--- src/rtl/rnd_vec_check.sv ---
// Read-back checker: regenerates the lagged additive sequence written to memory,
// compares each returned beat against it and keeps error statistics.
`timescale 1ns/1ps
module rnd_vec_check #(
    parameter int OUT_SIZE      = 16,
    parameter int LFSR_LENGTH   = 55,
    parameter int LFSR_FEEDBACK = 24,
    parameter int ADDR_W        = 24,
    parameter int ERR_W         = 16
) (
    input  logic                clk,
    input  logic                rst_n,
    input  logic                init_i,
    input  logic                mark_i,
    input  logic                rewind_i,
    input  logic                clr_err_i,
    input  logic                rd_valid_i,
    input  logic [OUT_SIZE-1:0] rd_data_i,
    input  logic [ADDR_W-1:0]   rd_addr_i,
    output logic [OUT_SIZE-1:0] expected_o,
    output logic                err_pulse_o,
    output logic [ERR_W-1:0]    err_cnt_o,
    output logic                err_flag_o,
    output logic [ADDR_W-1:0]   first_err_addr_o,
    output logic [OUT_SIZE-1:0] first_err_data_o,
    output logic [OUT_SIZE-1:0] first_err_exp_o
);

    logic [OUT_SIZE-1:0]    main_q  [LFSR_LENGTH];
    logic [OUT_SIZE-1:0]    main_d  [LFSR_LENGTH];
    logic [OUT_SIZE-1:0]    store_q [LFSR_LENGTH];
    logic [OUT_SIZE-1:0]    store_d [LFSR_LENGTH];
    logic                   init_q;

    logic [LFSR_LENGTH-1:0] lsb_vec;
    logic                   any_lsb;
    logic [OUT_SIZE-1:0]    sum;
    logic [OUT_SIZE-1:0]    adv_word;
    logic                   advance;
    logic                   beat;
    logic                   mismatch;

    logic                   err_pulse_q, err_pulse_d;
    logic [ERR_W-1:0]       err_cnt_q, err_cnt_d;
    logic                   err_flag_q, err_flag_d;
    logic [ADDR_W-1:0]      first_addr_q, first_addr_d;
    logic [OUT_SIZE-1:0]    first_data_q, first_data_d;
    logic [OUT_SIZE-1:0]    first_exp_q, first_exp_d;

    genvar gi;
    generate
        for (gi = 0; gi < LFSR_LENGTH; gi++) begin : g_lsb
            assign lsb_vec[gi] = main_q[gi][0];
        end
    endgenerate

    // An all-even state would never produce an odd word again, so force the LSB high.
    assign any_lsb  = |lsb_vec;
    assign sum      = main_q[LFSR_LENGTH-1] + main_q[LFSR_FEEDBACK-1];
    assign adv_word = {sum[OUT_SIZE-1:1], any_lsb ? sum[0] : 1'b1};

    always_comb begin
        main_d  = main_q;
        store_d = store_q;
        advance = 1'b0;
        beat    = 1'b0;
        if (init_i) begin
            if (!init_q) begin
                main_d[0][0] = 1'b1;
            end else begin
                advance = 1'b1;
            end
        end else if (rewind_i) begin
            main_d = store_q;
        end else begin
            if (mark_i) begin
                store_d = main_q;
            end
            if (rd_valid_i) begin
                beat    = 1'b1;
                advance = 1'b1;
            end
        end
        if (advance) begin
            main_d[0] = adv_word;
            for (int i = 1; i < LFSR_LENGTH; i++) begin
                main_d[i] = main_q[i-1];
            end
        end
    end

    assign mismatch = beat && (rd_data_i != main_q[0]);

    always_comb begin
        err_pulse_d  = mismatch;
        err_cnt_d    = err_cnt_q;
        err_flag_d   = err_flag_q;
        first_addr_d = first_addr_q;
        first_data_d = first_data_q;
        first_exp_d  = first_exp_q;
        if (clr_err_i) begin
            err_cnt_d    = '0;
            err_flag_d   = 1'b0;
            first_addr_d = '0;
            first_data_d = '0;
            first_exp_d  = '0;
        end
        // Evaluated after the clear so a coincident mismatch becomes the new first error.
        if (mismatch) begin
            if (!err_flag_d) begin
                first_addr_d = rd_addr_i;
                first_data_d = rd_data_i;
                first_exp_d  = main_q[0];
            end
            if (err_cnt_d != '1) begin
                err_cnt_d = err_cnt_d + ERR_W'(1);
            end
            err_flag_d = 1'b1;
        end
    end

    always_ff @(posedge clk or negedge rst_n) begin
        if (!rst_n) begin
            for (int i = 0; i < LFSR_LENGTH; i++) begin
                main_q[i]  <= '0;
                store_q[i] <= '0;
            end
            init_q       <= 1'b0;
            err_pulse_q  <= 1'b0;
            err_cnt_q    <= '0;
            err_flag_q   <= 1'b0;
            first_addr_q <= '0;
            first_data_q <= '0;
            first_exp_q  <= '0;
        end else begin
            main_q       <= main_d;
            store_q      <= store_d;
            init_q       <= init_i;
            err_pulse_q  <= err_pulse_d;
            err_cnt_q    <= err_cnt_d;
            err_flag_q   <= err_flag_d;
            first_addr_q <= first_addr_d;
            first_data_q <= first_data_d;
            first_exp_q  <= first_exp_d;
        end
    end

    assign expected_o       = main_q[0];
    assign err_pulse_o      = err_pulse_q;
    assign err_cnt_o        = err_cnt_q;
    assign err_flag_o       = err_flag_q;
    assign first_err_addr_o = first_addr_q;
    assign first_err_data_o = first_data_q;
    assign first_err_exp_o  = first_exp_q;

endmodule

--- config.mk ---
export PLATFORM = sky130hd
export DESIGN_NAME = rnd_vec_check
export DESIGN_NICKNAME = d
export VERILOG_FILES = /design/src/rtl/rnd_vec_check.sv
export SDC_FILE = /design/constraint.sdc
export NUM_CORES = 2
export LEC_CHECK = 0
export ABC_AREA = 0
export CORE_ASPECT_RATIO = 0.7
export CORE_MARGIN = 2
export CORE_UTILIZATION = 30
export CTS_CLUSTER_DIAMETER = 150
export CTS_CLUSTER_SIZE = 30
export DETAILED_ROUTE_END_ITERATION = 8
export PLACE_DENSITY = 0.43
export REMOVE_ABC_BUFFERS = 1
export SLEW_MARGIN = 10
export SYNTH_ARGS = -nofsm -noshare
export SYNTH_HDL_FRONTEND = slang
export SYNTH_SLANG_ARGS = --single-unit
--- constraint.sdc ---
create_clock -name clk -period 5.1 [get_ports clk]
set_input_delay 1.02 -clock clk [delete_from_list [all_inputs] [get_ports clk]]
set_output_delay 1.02 -clock clk [all_outputs]
set_load 0.03 [all_outputs]
# Word-level counts from Yosys, hierarchy flattened
# Index checks and enable logic that the tools add are counted.
# classes
addsub,2
eq_ne,4
mux,26
bitwise_logic,2
reduce_logical,7
# op_table
op,count
$mux 880,2
$mux 864,1
$mux 16,9
$mux 24,3
$reduce_or 55->1,1
$add 16x1->16 const B,1
$add 16x16->16,1
$ne 16x16->1,1
$ne 16x16->1 const B,1
$mux 15,1
$mux 1,10
$reduce_and 2->1,2
$ne 3x2->1 const B,1
$reduce_and 3->1,1
$reduce_bool 3->1,1
$ne 2x1->1 const B,1
$not 1->1,2
$reduce_bool 2->1,1
$logic_and 1x1->1,1
# word_totals
register_bits,1835
in_bits,47
out_inout_bits,90
word_cells,159

# Depth between registers and ports, before layout
# logic_depth
depth_word,5
ltp_mapped,9
ltp_nobuf,8

# Worst setup path before layout
# Ideal clock, no wire load.
# synth_path
path_kind,input-to-reg
startpoint,in clr_err_i
endpoint,"reg err_cnt_q[15], in the netlist err_cnt_o[15]"
setup_ns,0.125
arrival_time_ns,3.076
t_required_ns,4.975
path_slack_ns,1.899
path_stages,9
n_path_buf,1
path_cell_list,clkbuf_1 nor2b_1 ha_1 and4b_4 and4_4 and2_4 or4_4 nor3_1 mux2_2
# synth_between
elab_chain_cells,4
elab_cells_between_ends,5
cone_classes,add/sub (1); eq/ne (1); mux (3)
# synth_lines
element,line,source
"start, declared",16,"input logic clr_err_i,"
$mux 16 (*),101,if (clr_err_i) begin
$add 16x1->16 or $ne 16x16->1 (tied branches),"116, 115",
$mux 16,115,if (err_cnt_d != '1) begin
$mux 16 (*),109,if (mismatch) begin
via err_cnt_d[15],44,"logic [ERR_W-1:0] err_cnt_q, err_cnt_d;"
"end signal, assigned",140,err_cnt_q <= err_cnt_d;
"end, declared",44,
# Mark *: on every way through the listed nets, which the timed path passes. The rest lies on a longest branch.
# A chain may end at the register's enable or synchronous reset.

# Worst setup path in the final report
# layout_path
startpoint,in rd_data_i[10]
endpoint,"reg err_cnt_q[15], in the netlist err_cnt_o[15]"
# layout_between
elab_chain_cells,3
# layout_lines
element,line,source
"start, declared",18,"input logic [OUT_SIZE-1:0] rd_data_i,"
$ne 16x16->1,92,assign mismatch = beat && (rd_data_i != main_q[0]);
$logic_and 1x1->1,92,
$mux 16,109,
via err_cnt_d[15],44,
# The timed path passes the listed nets, and every way through them passes these cells.

==> out/results.ini <==
[outcome]
status=complete, no violations

[clock_tree]
cts.htree.levels=3
tritoncts=done
ctsHoldBuffers=0
cts_buffer_depth=3
clkLatencyLatePin_ps=720
post_cts_buffers=0
clock_sinks=1835
path_clk_slew_ps=120
ctsRootBufferMaster=clkbuf_16
cts_resized=0
cts_inserted_buffers=71

[synth]
ys_seq_elements=1835
yosys_most_used_dff=dfrtp_1
netlist_top_cells_area=dfrtp_1 (61%), mux2_2 (13%), nand2_1 (8.7%), a31oi_1 (7.2%), nor2_1 (4.4%)
synth_xor_area_share_pct=0.381
synthSimpleGateAreaFrac_pct=14.4
synth_compound_gate_area_share_pct=8.16
synth_top_area_share_pct=60.6
async_reset_ff_share_pct=100
synth_cell_types=56
synth_cells=7140
synthMuxAreaShare_pct=13.1
netlist_area_um2=75800
syn_area_per_cell_um2=10.6
synth_largest_area_cell=dfrtp_1
netlist_top_cells_count=dfrtp_1 (1,835), nand2_1 (1,758), mux2_2 (883), nor2_1 (879), a31oi_1 (867)
synth_top_family_by_area=simple AND/OR/NAND/NOR gates
synthAdderAreaFrac_pct=0.290
yosysWarnings=0
yosysMostFrequentCell=dfrtp_1
yosysSeqAreaShare_pct=60.6
synth-edff-count=0

[min_path]
holdCritPathClass=primary input to async pin

[final_layout]
fillers=25200
instances_no_fill=10300
fin_nets=7010
areaGrowthSynthToFinish_pct=9.53
drive_gt1_share_pct=15.9

[drt]
wl_um=169000
drt_iter0_markers=3698
drtAntennaViolNets=0
drc=0
routed_via_density=4.80
vias=49500
firstDrtPassIters=7
wl_per_cell_um=16.4

[timing]
worstMarginPinSlew_ps=1220
timing.final.crit_share_pct=71.5
hold_ws_ps=243
rsz0062_at_grt=no
slew_violations=0
fin_crit_ps=3650
fmax_ghz=0.274
finalSetupViolations=0
relSlewSlack_pct=18.3
clock_skew_ps=36.6
tns_ps=0
hold_viol=0

[placed_design]
dp_cells=10200
io_buffers=136
hpwl_um=97000
finalWeightedCongestion=0.713

[critical_path]
arrival_ps=4250
critPathKind=primary input to flop
critPathRequiredTime_ps=5700
worstSetupStartpointType=primary input
reg2reg_slack_ps=1640
worstPathMaxFanout=5
end_kind=flop

[global_routing]
grt_max_degree=191
grt_usage_pct=13.2
gr-total-overflow=0
grt_pass1_wl_um=283000
grt_pass1_vias=51500
antenna_found_initial=2

[floorplanning]
rows=154
start_util_pct=30.2
die_h_um=425
top_level_ports=137
coreArea_um2=251000
fp.dieArea_um2=257000
die_w_um=605

[power_and_ir_drop]
clkPwrFrac_pct=18.9
power_density_nw_per_um2=464
ir_drop_uv=253
p_leak_nw=34.6
pwr-share-seq_pct=58.7
power_mw=38.6
switching_share_pct=31.2
internal_power_mw=26.5
p_sw_mw=12.0
combPwrFrac_pct=22.4

[flow_run]
cap_violations=0

worst paths after layout:
kind                                                  from                       end  cells after the start
min in group clk                  store_q[682]$_DFFE_PN0P_  store_q[682]$_DFFE_PN0P_                      1
worst min register to register    store_q[682]$_DFFE_PN0P_  store_q[682]$_DFFE_PN0P_                      1
max in group asynchronous                            rst_n  store_q[102]$_DFFE_PN0P_                      3
worst min-delay path                                 rst_n  store_q[577]$_DFFE_PN0P_                      1
worst max register to register  expected_o[10]$_DFFE_PN0P_   err_cnt_o[15]$_DFF_PN0_                      6
worst max-delay path                         rd_data_i[10]   err_cnt_o[15]$_DFF_PN0_                      7
placed cells by master (no fill, tap or decap), types with 5 or more instances in the layout:
master and n:
buf_4 61, a21o_1 5, clkbuf_16 75, inv_1 64, mux2_2 883, xnor2_1 9, a22oi_1 9, dfrtp_1 1835
nor3_1 12, nor4_1 17, buf_12 66, nand3b_1 56, nor2_1 879, nand2_1 1758, nand4_1 13, nor2b_1 8
xor2_1 24, a31oi_1 867, ha_1 16, a211oi_1 6, o21ai_0 75, a21oi_1 18, clkdlybuf4s50_1 134
sequential cells by signal, summed over array words and instances (netlist names):
name              cells
err_pulse_o           1
store_q             880
err_cnt_o            16
err_flag_o            1
main_q              810
first_err_exp_o      16
first_err_data_o     16
expected_o           16
init_q                1
lsb_vec              54
first_err_addr_o     24
per-stage QoR:
| stage | instance area (µm²) | setup WS, ps | utilization (%) |
|---|---|---|---|
| global route | 83100 | 1500 | 33.0 |
| finish | 83100 | 1450 | 33.0 |
| CTS | 83000 | 1450 | 33.0 |
| floorplan | 73700 | -87530 | - |
| detailed placement | 81100 | 649 | 32.3 |
| global placement | 81100 | 354 | 32.3 |
cells by family (layout without fill, tap and decap cells):
group                      Yosys count  count (layout)
other                                0               2
and+or+nand+nor                   2779            2779
muxes                              885             885
buffers and inverters              593             405
xor gates and xnor gates            33              33
AOI/OAI and AO/OA                  998             998
DFF                               1835            1835
adders and majority gates           17              17
worst max-delay path, stage by stage:
cell and delay [ps]:
clkdlybuf4s50_1 500, xor2_1 950, nor4_2 330, and4_1 320, or4_4 580, nor3_1 200, mux2_2 350
power groups by stage:
stage	combinational, mW	sequential [mW]	clock, mW
global placement	8.53	22.8	0
finish	8.64	22.6	7.28
detailed placement	8.85	23.0	0
CTS	8.87	22.7	7.76
floorplan	9.74	21.8	0
global route	9.85	23.4	8.22
metal layers:
metal / vias up / share of wire (%) / GRT usage, % / wire (µm)
met5: - / 0 / 0 / 0
met4: 0 / 2.6 / 3.49 / 4410
met3: 143 / 2.2 / 1.31 / 3680
met2: 390 / 46 / 22.1 / 78600
met1: 25300 / 49 / 18.4 / 82500
li1: 23700 / - / - / -
cell type report:
class	count	area, µm²	area share [%]
sequential	1835	45900	55.3
multi-input combinational	4712	27600	33.2
tap	3354	4200	5.05
timing repair buffer	262	3150	3.79
clock buffer	75	1880	2.26
inverter	64	240	0.289
clock inverter	4	61.3	0.0738
antenna	2	5.00	0.00603
Note: power is estimated with default switching activity, not from simulation.
